==> src/rtl/bus_timer.sv <==
// Bus-mapped 16-bit down-counting timer with 8-bit prescaler, auto-reload and
// active-low interrupt, exposed through an eight-byte register window.
//
// state   | meaning
// STOPPED | counter idle; count/pcnt hold, CTRL.EN reads 0
// RUNNING | prescaler and counter advancing; CTRL.EN reads 1
module bus_timer #(
  parameter logic [15:0] BASE_ADDR = 16'h6000
) (
  input  logic        clk,
  input  logic        reset,
  input  logic [15:0] address,
  input  logic [7:0]  data_in,
  input  logic        wrt_en,
  output logic [7:0]  data_out,
  output logic        selected,
  output logic        irq_n
);

  typedef enum logic {
    STOPPED = 1'b0,
    RUNNING = 1'b1
  } state_t;

  localparam logic [2:0] OFF_CTRL     = 3'd0;
  localparam logic [2:0] OFF_STATUS   = 3'd1;
  localparam logic [2:0] OFF_LATCH_LO = 3'd2;
  localparam logic [2:0] OFF_LATCH_HI = 3'd3;
  localparam logic [2:0] OFF_COUNT_LO = 3'd4;
  localparam logic [2:0] OFF_COUNT_HI = 3'd5;
  localparam logic [2:0] OFF_PRESCALE = 3'd6;

  state_t      state, state_nxt;
  logic        auto_q, auto_nxt;
  logic        irqen_q, irqen_nxt;
  logic        exp_q, exp_nxt;
  logic [15:0] latch_q, latch_nxt;
  logic [15:0] count_q, count_nxt;
  logic [7:0]  pre_q, pre_nxt;
  logic [7:0]  pcnt_q, pcnt_nxt;
  logic [7:0]  hold_q, hold_nxt;

  logic [2:0]  off;
  logic        bus_wr;
  logic        bus_rd;
  logic        ctrl_wr;

  assign selected = (address[15:3] == BASE_ADDR[15:3]);
  assign off      = address[2:0];
  assign bus_wr   = selected & wrt_en;
  assign bus_rd   = selected & ~wrt_en;
  assign ctrl_wr  = bus_wr && (off == OFF_CTRL);

  // Interrupt depends only on flops, never on the bus inputs.
  assign irq_n = ~(exp_q & irqen_q);

  always_comb begin
    data_out = 8'h00;
    if (bus_rd) begin
      case (off)
        OFF_CTRL:     data_out = {5'b0, irqen_q, auto_q, (state == RUNNING)};
        OFF_STATUS:   data_out = {7'b0, exp_q};
        OFF_LATCH_LO: data_out = latch_q[7:0];
        OFF_LATCH_HI: data_out = latch_q[15:8];
        OFF_COUNT_LO: data_out = count_q[7:0];
        OFF_COUNT_HI: data_out = hold_q;
        OFF_PRESCALE: data_out = pre_q;
        default:      data_out = 8'h00;
      endcase
    end
  end

  always_comb begin
    state_nxt = state;
    auto_nxt  = auto_q;
    irqen_nxt = irqen_q;
    exp_nxt   = exp_q;
    latch_nxt = latch_q;
    count_nxt = count_q;
    pre_nxt   = pre_q;
    pcnt_nxt  = pcnt_q;
    hold_nxt  = hold_q;

    if (bus_rd && (off == OFF_COUNT_LO)) begin
      hold_nxt = count_q[15:8];
    end

    if (bus_wr) begin
      case (off)
        OFF_CTRL: begin
          auto_nxt  = data_in[1];
          irqen_nxt = data_in[2];
        end
        OFF_STATUS:   exp_nxt = exp_q & ~data_in[0];
        OFF_LATCH_LO: latch_nxt[7:0] = data_in;
        OFF_LATCH_HI: latch_nxt[15:8] = data_in;
        OFF_PRESCALE: pre_nxt = data_in;
        default: ;
      endcase
    end

    // Timer evaluated after the bus so an expiry overrides a same-edge W1C.
    case (state)
      STOPPED: begin
        if (ctrl_wr && data_in[0]) begin
          state_nxt = RUNNING;
          count_nxt = latch_q;
          pcnt_nxt  = pre_q;
        end
      end
      RUNNING: begin
        if (pcnt_q != 8'd0) begin
          pcnt_nxt = pcnt_q - 8'd1;
        end else begin
          pcnt_nxt = pre_q;
          if (count_q != 16'd0) begin
            count_nxt = count_q - 16'd1;
          end else begin
            exp_nxt = 1'b1;
            if (auto_q) begin
              count_nxt = latch_q;
            end else begin
              state_nxt = STOPPED;
            end
          end
        end
        if (ctrl_wr && !data_in[0]) begin
          state_nxt = STOPPED;
          count_nxt = count_q;
          pcnt_nxt  = pcnt_q;
        end
      end
      default: state_nxt = STOPPED;
    endcase
  end

  always_ff @(posedge clk or negedge reset) begin
    if (!reset) begin
      state   <= STOPPED;
      auto_q  <= 1'b0;
      irqen_q <= 1'b0;
      exp_q   <= 1'b0;
      latch_q <= 16'd0;
      count_q <= 16'd0;
      pre_q   <= 8'd0;
      pcnt_q  <= 8'd0;
      hold_q  <= 8'd0;
    end else begin
      state   <= state_nxt;
      auto_q  <= auto_nxt;
      irqen_q <= irqen_nxt;
      exp_q   <= exp_nxt;
      latch_q <= latch_nxt;
      count_q <= count_nxt;
      pre_q   <= pre_nxt;
      pcnt_q  <= pcnt_nxt;
      hold_q  <= hold_nxt;
    end
  end

endmodule

==> config.mk <==
export PLATFORM = sky130hd
export DESIGN_NAME = bus_timer
export DESIGN_NICKNAME = d
export VERILOG_FILES = /design/src/rtl/bus_timer.sv
export SDC_FILE = /design/constraint.sdc
export NUM_CORES = 1
export LEC_CHECK = 0
export ABC_AREA = 0
export CORE_UTILIZATION = 55
export DETAILED_ROUTE_END_ITERATION = 7
export PLACE_DENSITY = 0.77
export SYNTH_ARGS = -nofsm -noshare
export SYNTH_HDL_FRONTEND = slang
export SYNTH_SLANG_ARGS = --single-unit
==> constraint.sdc <==
create_clock -name clk -period 3.3 [get_ports clk]
set_clock_uncertainty 0.05 [all_clocks]
set_input_delay 0.66 -clock clk [delete_from_list [all_inputs] [get_ports clk]]
set_output_delay 0.66 -clock clk [all_outputs]
set_load 0.01 [all_outputs]
# Yosys cells after proc, flatten, opt, wreduce, memory -nomap -nowiden
# Cells that the tools add are included.
dict set report totals {
  regBits 60
  inputBits 27
  output_inout_bits 10
  wordCells 68
}
dict set report classes {
  add_sub_neg 2
  eq_ne 11
  muxes 23
  n_bitwise 8
  n_reduce_logical 14
}
# op n
set ops {}
lappend ops {{16-bit two-way mux} 5}
lappend ops {{8-bit one-hot mux with 7 select lines} 1}
lappend ops {{8-bit two-way mux} 4}
lappend ops {{16-bit one-hot mux with 2 select lines} 1}
lappend ops {{8-bit one-hot mux with 2 select lines} 1}
lappend ops {{16-bit nonzero test} 1}
lappend ops {{16-bit by 1-bit subtractor with 16-bit output (second input constant)} 1}
lappend ops {{13-bit by 12-bit == test with 1-bit output (second input constant)} 1}
lappend ops {{1-bit two-way mux} 10}
lappend ops {{2-bit AND reduction} 5}
lappend ops {{3-bit == test (second input constant)} 3}
lappend ops {{8-bit nonzero test} 1}
lappend ops {{8-bit by 1-bit subtractor with 8-bit output (second input constant)} 1}
lappend ops {{3-bit by 2-bit == test with 1-bit output (second input constant)} 2}
lappend ops {{2-bit != test (second input constant)} 3}
lappend ops {{1-bit AND} 4}
lappend ops {{1-bit logical AND} 4}
lappend ops {{1-bit inverter} 4}
lappend ops {{4-bit AND reduction} 1}
lappend ops {{3-bit by 1-bit == test with 1-bit output (second input constant)} 1}
lappend ops {{3-bit logical NOT} 1}
lappend ops {{3-bit by 1-bit != test with 1-bit output (second input constant)} 1}
lappend ops {{1-bit one-hot mux with 2 select lines} 1}
lappend ops {{1-bit logical NOT} 1}

# Depth between registers and ports, before layout
dict set report depth {
  word_depth 7
  mapped_depth 8
  depth_no_buf 7
}

# Worst setup path after synthesis
# Ideal clock, no wire load.
dict set report synth_path {
  path_kind {input port to output port}
  from {input port address[4]}
  to {output port data_out[1]}
  arrival_ns 1.823
  t_required_ns 2.590
  path_slack_ns 0.767
  cell_stages 5
  path_buffers 0
  path_cell_list {nor4_4 -> nand4_4 -> inv_1 -> nand2_1 -> a211oi_1}
}
dict set report synth_via {
  elab_chain_cells 3
}
# item line
set synth_rtl {}
lappend synth_rtl {{start: declaration} 12} ;# input logic [15:0] address,
lappend synth_rtl {{13-bit by 12-bit == test with 1-bit output} 48} ;# assign selected = (address[15:3] == BASE_ADDR[15:3]);
lappend synth_rtl {{named net selected} 16} ;# output logic selected,
lappend synth_rtl {{1-bit AND} 51} ;# assign bus_rd = selected & ~wrt_en;
lappend synth_rtl {{8-bit two-way mux} 59} ;# if (bus_rd) begin
lappend synth_rtl {{end: declaration} 15} ;# output logic [7:0] data_out,
# The timed path passes the listed nets, and every way through them passes these cells.

# Worst setup path in the final report
dict set report layout_path {
  from {input port address[15]}
  to {output port data_out[5]}
}
dict set report layout_via {
  elab_chain_cells 3
}
# item line
set layout_rtl {}
lappend layout_rtl {{13-bit by 12-bit == test with 1-bit output} 48}
lappend layout_rtl {{1-bit AND} 51}
lappend layout_rtl {{8-bit two-way mux} 59}
# No other way between the ends.

==> report_table.html <==
<table>
<tr><th>Metric</th><th>Value</th></tr>
<tr><th colspan="2">Floorplan</th></tr>
<tr><td>Standard-cell row count</td><td>29</td></tr>
<tr><td>DIE HEIGHT</td><td>84.0 um</td></tr>
<tr><td>Die ar.</td><td>approximately 7000 um^2</td></tr>
<tr><td>Horiz. Die Dim</td><td>84.0 um</td></tr>
<tr><td>Starting utilization of the core area</td><td>approximately 58%</td></tr>
<tr><td>Boundary Pins</td><td>37</td></tr>
<tr><td>Area of the placeable core</td><td>approximately 6400 um^2</td></tr>
<tr><th colspan="2">Job</th></tr>
<tr><td>Max Cap Violations</td><td>0</td></tr>
<tr><th colspan="2">Global route</th></tr>
<tr><td>Global-route wire length before repair</td><td>18000 um</td></tr>
<tr><td>Number of global-route vias before repair</td><td>3445</td></tr>
<tr><td>GRT Resource Usage Total</td><td>33.5%</td></tr>
<tr><td>Initial antenna violation count</td><td>0</td></tr>
<tr><td>Total gr overflow</td><td>0</td></tr>
<tr><td>Maximum number of pins on one net before global-route repair</td><td>34</td></tr>
<tr><th colspan="2">Cells and area</th></tr>
<tr><td>Nets@finish</td><td>about 450</td></tr>
<tr><td>Synth-to-layout area growth</td><td>22.7%</td></tr>
<tr><td>Proportion of layout cells with a drive suffix above 1</td><td>23.6%</td></tr>
<tr><td>Antenna cell count</td><td>0</td></tr>
<tr><td>End-of-flow core utilization</td><td>70.6%</td></tr>
<tr><th colspan="2">Setup path</th></tr>
<tr><td>CP startpoint kind</td><td>primary input</td></tr>
<tr><td>Dominant delay contributor by cell family on the critical path</td><td>buffers and inverters</td></tr>
<tr><td>Data arrival time of the critical path</td><td>2.43 ns</td></tr>
<tr><td>Max stage delay on crit path</td><td>0.45 ns</td></tr>
<tr><td>Largest driver fanout on the critical path</td><td>4</td></tr>
<tr><td>Worst-path cell chain</td><td>clkdlybuf4s50_1 -&gt; nor4_4 -&gt; nand4_4 -&gt; inv_1 -&gt; nand2_1 -&gt; buf_4 -&gt; nor2_1 -&gt; dlygate4sd2_1</td></tr>
<tr><td>Slowest library cell on the worst path</td><td>sky130_fd_sc_hd__clkdlybuf4s50_1</td></tr>
<tr><td>Critical Path Sink Type</td><td>output pin</td></tr>
<tr><td>Source of the worst register-to-register timing path</td><td>count_q[0]$_DFFE_PN0P_</td></tr>
<tr><td>Category of the critical setup timing path</td><td>in2out</td></tr>
<tr><td>Flop-to-flop setup slack</td><td>around 0.70 ns</td></tr>
<tr><td>Critical path required time</td><td>about 2.6 ns</td></tr>
<tr><td>Worst path buffer plus inverter count</td><td>4</td></tr>
<tr><td>Critical path launch point</td><td>address[15]</td></tr>
<tr><th colspan="2">Synthesis</th></tr>
<tr><td>Yosys top cell by area</td><td>sky130_fd_sc_hd__dfrtp_1</td></tr>
<tr><td>Ys async rst share</td><td>between 90% and 100%</td></tr>
<tr><td>Number of library cell types mapped by synthesis</td><td>59</td></tr>
<tr><td>Instance count of the mapped netlist</td><td>roughly 360</td></tr>
<tr><td>Number of enable-type register cells in the synthesized netlist</td><td>0</td></tr>
<tr><td>Adder-cell share of the synthesized area</td><td>~1.4%</td></tr>
<tr><td>Fraction of post-synthesis cell area in the top cell type by area</td><td>40.7%</td></tr>
<tr><td>Simple-gate area share of the yosys netlist</td><td>between 10% and 20%</td></tr>
<tr><td>Xor and xnor fraction of the mapped netlist area</td><td>0%</td></tr>
<tr><td>Dominant combinational cell family by area after synthesis</td><td>compound AO/OA/AOI/OAI gates</td></tr>
<tr><td>Post-synthesis instance area</td><td>3690 um^2</td></tr>
<tr><td>Fraction of the yosys area taken by sequential cells</td><td>between 40 and 50%</td></tr>
<tr><td>Cell types with the largest area share after synthesis</td><td>sky130_fd_sc_hd__dfrtp_1 41%, sky130_fd_sc_hd__mux2_2 12%, sky130_fd_sc_hd__o211ai_1 3.7%</td></tr>
<tr><td>Nets in the synthesized netlist</td><td>a little under 400</td></tr>
<tr><td>Multiplexer share of the synthesized area</td><td>13.9%</td></tr>
<tr><td>Synthesis Warnings</td><td>0</td></tr>
<tr><td>Primary flip-flop cell chosen by synthesis mapping</td><td>sky130_fd_sc_hd__dfrtp_1</td></tr>
<tr><td>Most frequent cells after synthesis</td><td>60 x sky130_fd_sc_hd__dfrtp_1, 39 x sky130_fd_sc_hd__mux2_2, 26 x sky130_fd_sc_hd__nor2_1</td></tr>
<tr><td>Count leader, synth</td><td>sky130_fd_sc_hd__dfrtp_1</td></tr>
<tr><td>Synth Area in Compound Gates</td><td>21.1%</td></tr>
<tr><td>Number of synthesized register bits</td><td>60</td></tr>
<tr><td>Post-synthesis average cell area</td><td>between 10 and 15 um^2</td></tr>
<tr><th colspan="2">Place</th></tr>
<tr><td>IO Port Bufs</td><td>36</td></tr>
<tr><td>Placer Congestion</td><td>between 0.9 and 1</td></tr>
<tr><td>Place WS</td><td>-0.120 ns</td></tr>
<tr><td>HPWL Detailed</td><td>just under 8000 um</td></tr>
<tr><th colspan="2">Clock tree</th></tr>
<tr><td>Total clock buffers created by CTS</td><td>9</td></tr>
<tr><td>TritonCTS clock tree</td><td>yes</td></tr>
<tr><td>Hold-fix buffers, CTS</td><td>0</td></tr>
<tr><td>Clock latency at the later pin of the worst-skew pair</td><td>roughly 0.34 ns</td></tr>
<tr><td>Clock tree sinks</td><td>60</td></tr>
<tr><td>Maximum level of the CTS H-tree</td><td>3</td></tr>
<tr><td>Buffers inserted by post-CTS timing repair</td><td>0</td></tr>
<tr><td>Root buffer selected by CTS</td><td>sky130_fd_sc_hd__clkbuf_8</td></tr>
<tr><td>Post-cts resize count</td><td>11</td></tr>
<tr><td>CTS max path bufs</td><td>2</td></tr>
<tr><td>Clock-pin slew on the worst setup and hold paths</td><td>about 0.070 ns</td></tr>
<tr><th colspan="2">STA</th></tr>
<tr><td>Worst Max-Slew Pin Slew</td><td>between 1 and 1.5 ns</td></tr>
<tr><td>Fin worst setup slack</td><td>around 0.16 ns</td></tr>
<tr><td>Final critical delay including setup and external delays</td><td>3.14 ns</td></tr>
<tr><td>Peak Freq</td><td>between 0.3 and 0.4 GHz</td></tr>
<tr><td>Number of failing setup endpoints in the final timing report</td><td>0</td></tr>
<tr><td>Max-slew violation count</td><td>0</td></tr>
<tr><td>RSZ-0062 raised after global routing</td><td>no</td></tr>
<tr><td>Tcrit/Tclk final</td><td>a little over nine tenths</td></tr>
<tr><td>Endpoints failing hold</td><td>0</td></tr>
<tr><td>Worst slew margin relative to its limit</td><td>between 30 and 40%</td></tr>
<tr><th colspan="2">Power</th></tr>
<tr><td>Share of total power consumed by net switching</td><td>between 20% and 30%</td></tr>
<tr><td>Clock power frac</td><td>a little over half</td></tr>
<tr><td>Maximum vdd ir drop</td><td>roughly 0.00044 V</td></tr>
<tr><td>LEAKAGE</td><td>~0.0019 uW</td></tr>
<tr><td>Sequential share of power</td><td>42.1%</td></tr>
<tr><td>Switching power</td><td>between 300 and 400 uW</td></tr>
<tr><td>Internal power</td><td>1370 uW</td></tr>
<tr><td>Relative contribution of combinational cells to total power</td><td>under 10%</td></tr>
<tr><td>Ratio of total power to cell area</td><td>~390 nW/um^2</td></tr>
<tr><th colspan="2">Detailed routing</th></tr>
<tr><td>Post-DR wirelength/cell</td><td>~22 um</td></tr>
<tr><td>Iteration-0 DRC count of the detailed router</td><td>448</td></tr>
<tr><td>Post-Route WL</td><td>roughly 11000 um</td></tr>
<tr><td>Remaining DRCs</td><td>6</td></tr>
<tr><td>Number of antenna-violating nets in the routed design</td><td>0</td></tr>
<tr><td>Vias per inst</td><td>around 7</td></tr>
<tr><td>Count of TritonRoute iterations in the first routing pass</td><td>8</td></tr>
<tr><td>Routed via count</td><td>around 3.5k</td></tr>
<tr><th colspan="2">Hold path</th></tr>
<tr><td>Hold Path Class</td><td>in2async</td></tr>
<tr><th colspan="2">Outcome</th></tr>
<tr><td>Violations in the final reports</td><td>design-rule violations</td></tr>
<tr><td>Status</td><td>complete, but fails checks</td></tr>
</table>
==> path summary, 6_finish.rpt <==
path / end / cells past startpoint
max reg2reg: count_q[11]$_DFFE_PN0P_ / 7
min: pcnt_q[0]$_DFFE_PN0P_ / 1
min in group clk: hold_q[5]$_DFFE_PN0P_ / 1
min reg2reg: hold_q[5]$_DFFE_PN0P_ / 1
max: data_out[5] / 8
max in group asynchronous: count_q[10]$_DFFE_PN0P_ / 2
==> cell type report <==
| type | count | area [um^2] |
|---|---|---|
| multi-input cells | 272 | 2070 |
| fillers | 484 | 1890 |
| flip-flops and latches | 60 | 1500 |
| repair buffers | 59 | 546 |
| clock inverters | 7 | 146 |
| clock buffers | 9 | 124 |
| well taps | 77 | 96.3 |
| inverters | 12 | 45.0 |
==> metrics by stage <==
stage	cell area (um^2)	instances	hold slack (ns)	power (uW)	setup TNS [ns]
finish	4530	496	0.333	1750	0
global route	4530	496	0.406	1790	0
CTS	4530	496	0.362	1760	0
detailed placement	4270	480	0.456	855	-0.606
global placement	4270	480	0.440	854	-0.0877
floorplan	3690	364	0.314	781	0
==> registers in the layout, summed over array words and instances, names as in the netlist <==
signal,flops
auto_q,1
count_q,16
hold_q,8
exp_q,1
state,1
latch_q,16
pcnt_q,8
irqen_q,1
pre_q,8
==> layer usage <==
layer	track usage [%]	vias up	share of wire, %
met3	5.14	37	9.8
li1	-	1528	-
met2	53.1	223	46
met5	0	-	0
met4	14.6	0	2.7
met1	45.6	1678	41
==> placed cells by master (no fill, tap or decap), types with 3 or more instances in the layout <==
cell type,count
sky130_fd_sc_hd__a21oi_1,14
sky130_fd_sc_hd__buf_4,20
sky130_fd_sc_hd__nor2_1,25
sky130_fd_sc_hd__clkbuf_8,9
sky130_fd_sc_hd__mux2i_1,5
sky130_fd_sc_hd__ha_1,4
sky130_fd_sc_hd__nand4_1,4
sky130_fd_sc_hd__nor3_1,11
sky130_fd_sc_hd__a22o_1,6
sky130_fd_sc_hd__clkdlybuf4s50_1,26
sky130_fd_sc_hd__or4_1,3
sky130_fd_sc_hd__nor2b_1,5
sky130_fd_sc_hd__dfrtp_1,60
sky130_fd_sc_hd__o22ai_1,6
sky130_fd_sc_hd__mux2_2,39
sky130_fd_sc_hd__or3_1,4
sky130_fd_sc_hd__a22oi_1,10
sky130_fd_sc_hd__nand3_1,15
sky130_fd_sc_hd__a222oi_1,5
sky130_fd_sc_hd__bufinv_16,4
sky130_fd_sc_hd__nor3b_1,3
sky130_fd_sc_hd__dlygate4sd2_1,9
sky130_fd_sc_hd__or2_2,4
sky130_fd_sc_hd__nor2_2,3
sky130_fd_sc_hd__nand2_1,14
sky130_fd_sc_hd__nor4_1,9
sky130_fd_sc_hd__o21ai_0,8
sky130_fd_sc_hd__inv_1,12
sky130_fd_sc_hd__o2bb2ai_1,15
sky130_fd_sc_hd__nor4_4,4
sky130_fd_sc_hd__o211ai_1,18
==> power by group through the flow <==
stage,clock (uW),sequential [uW],combinational [uW]
2_1_floorplan,0,751,29.9
3_3_place_gp,0,752,102
3_5_place_dp,0,752,104
4_1_cts,914,737,105
5_1_grt,943,737,113
6_report,911,737,104
==> cells by family after synthesis <==
| group | after synthesis |
|---|---|
| buffers and inverters | 32 |
| muxes | 45 |
| AOI/OAI and AO/OA | 105 |
| DFF | 60 |
| adders and majority gates | 4 |
| and+or+nand+nor | 118 |
Note: power is estimated with default switching activity, not from simulation.
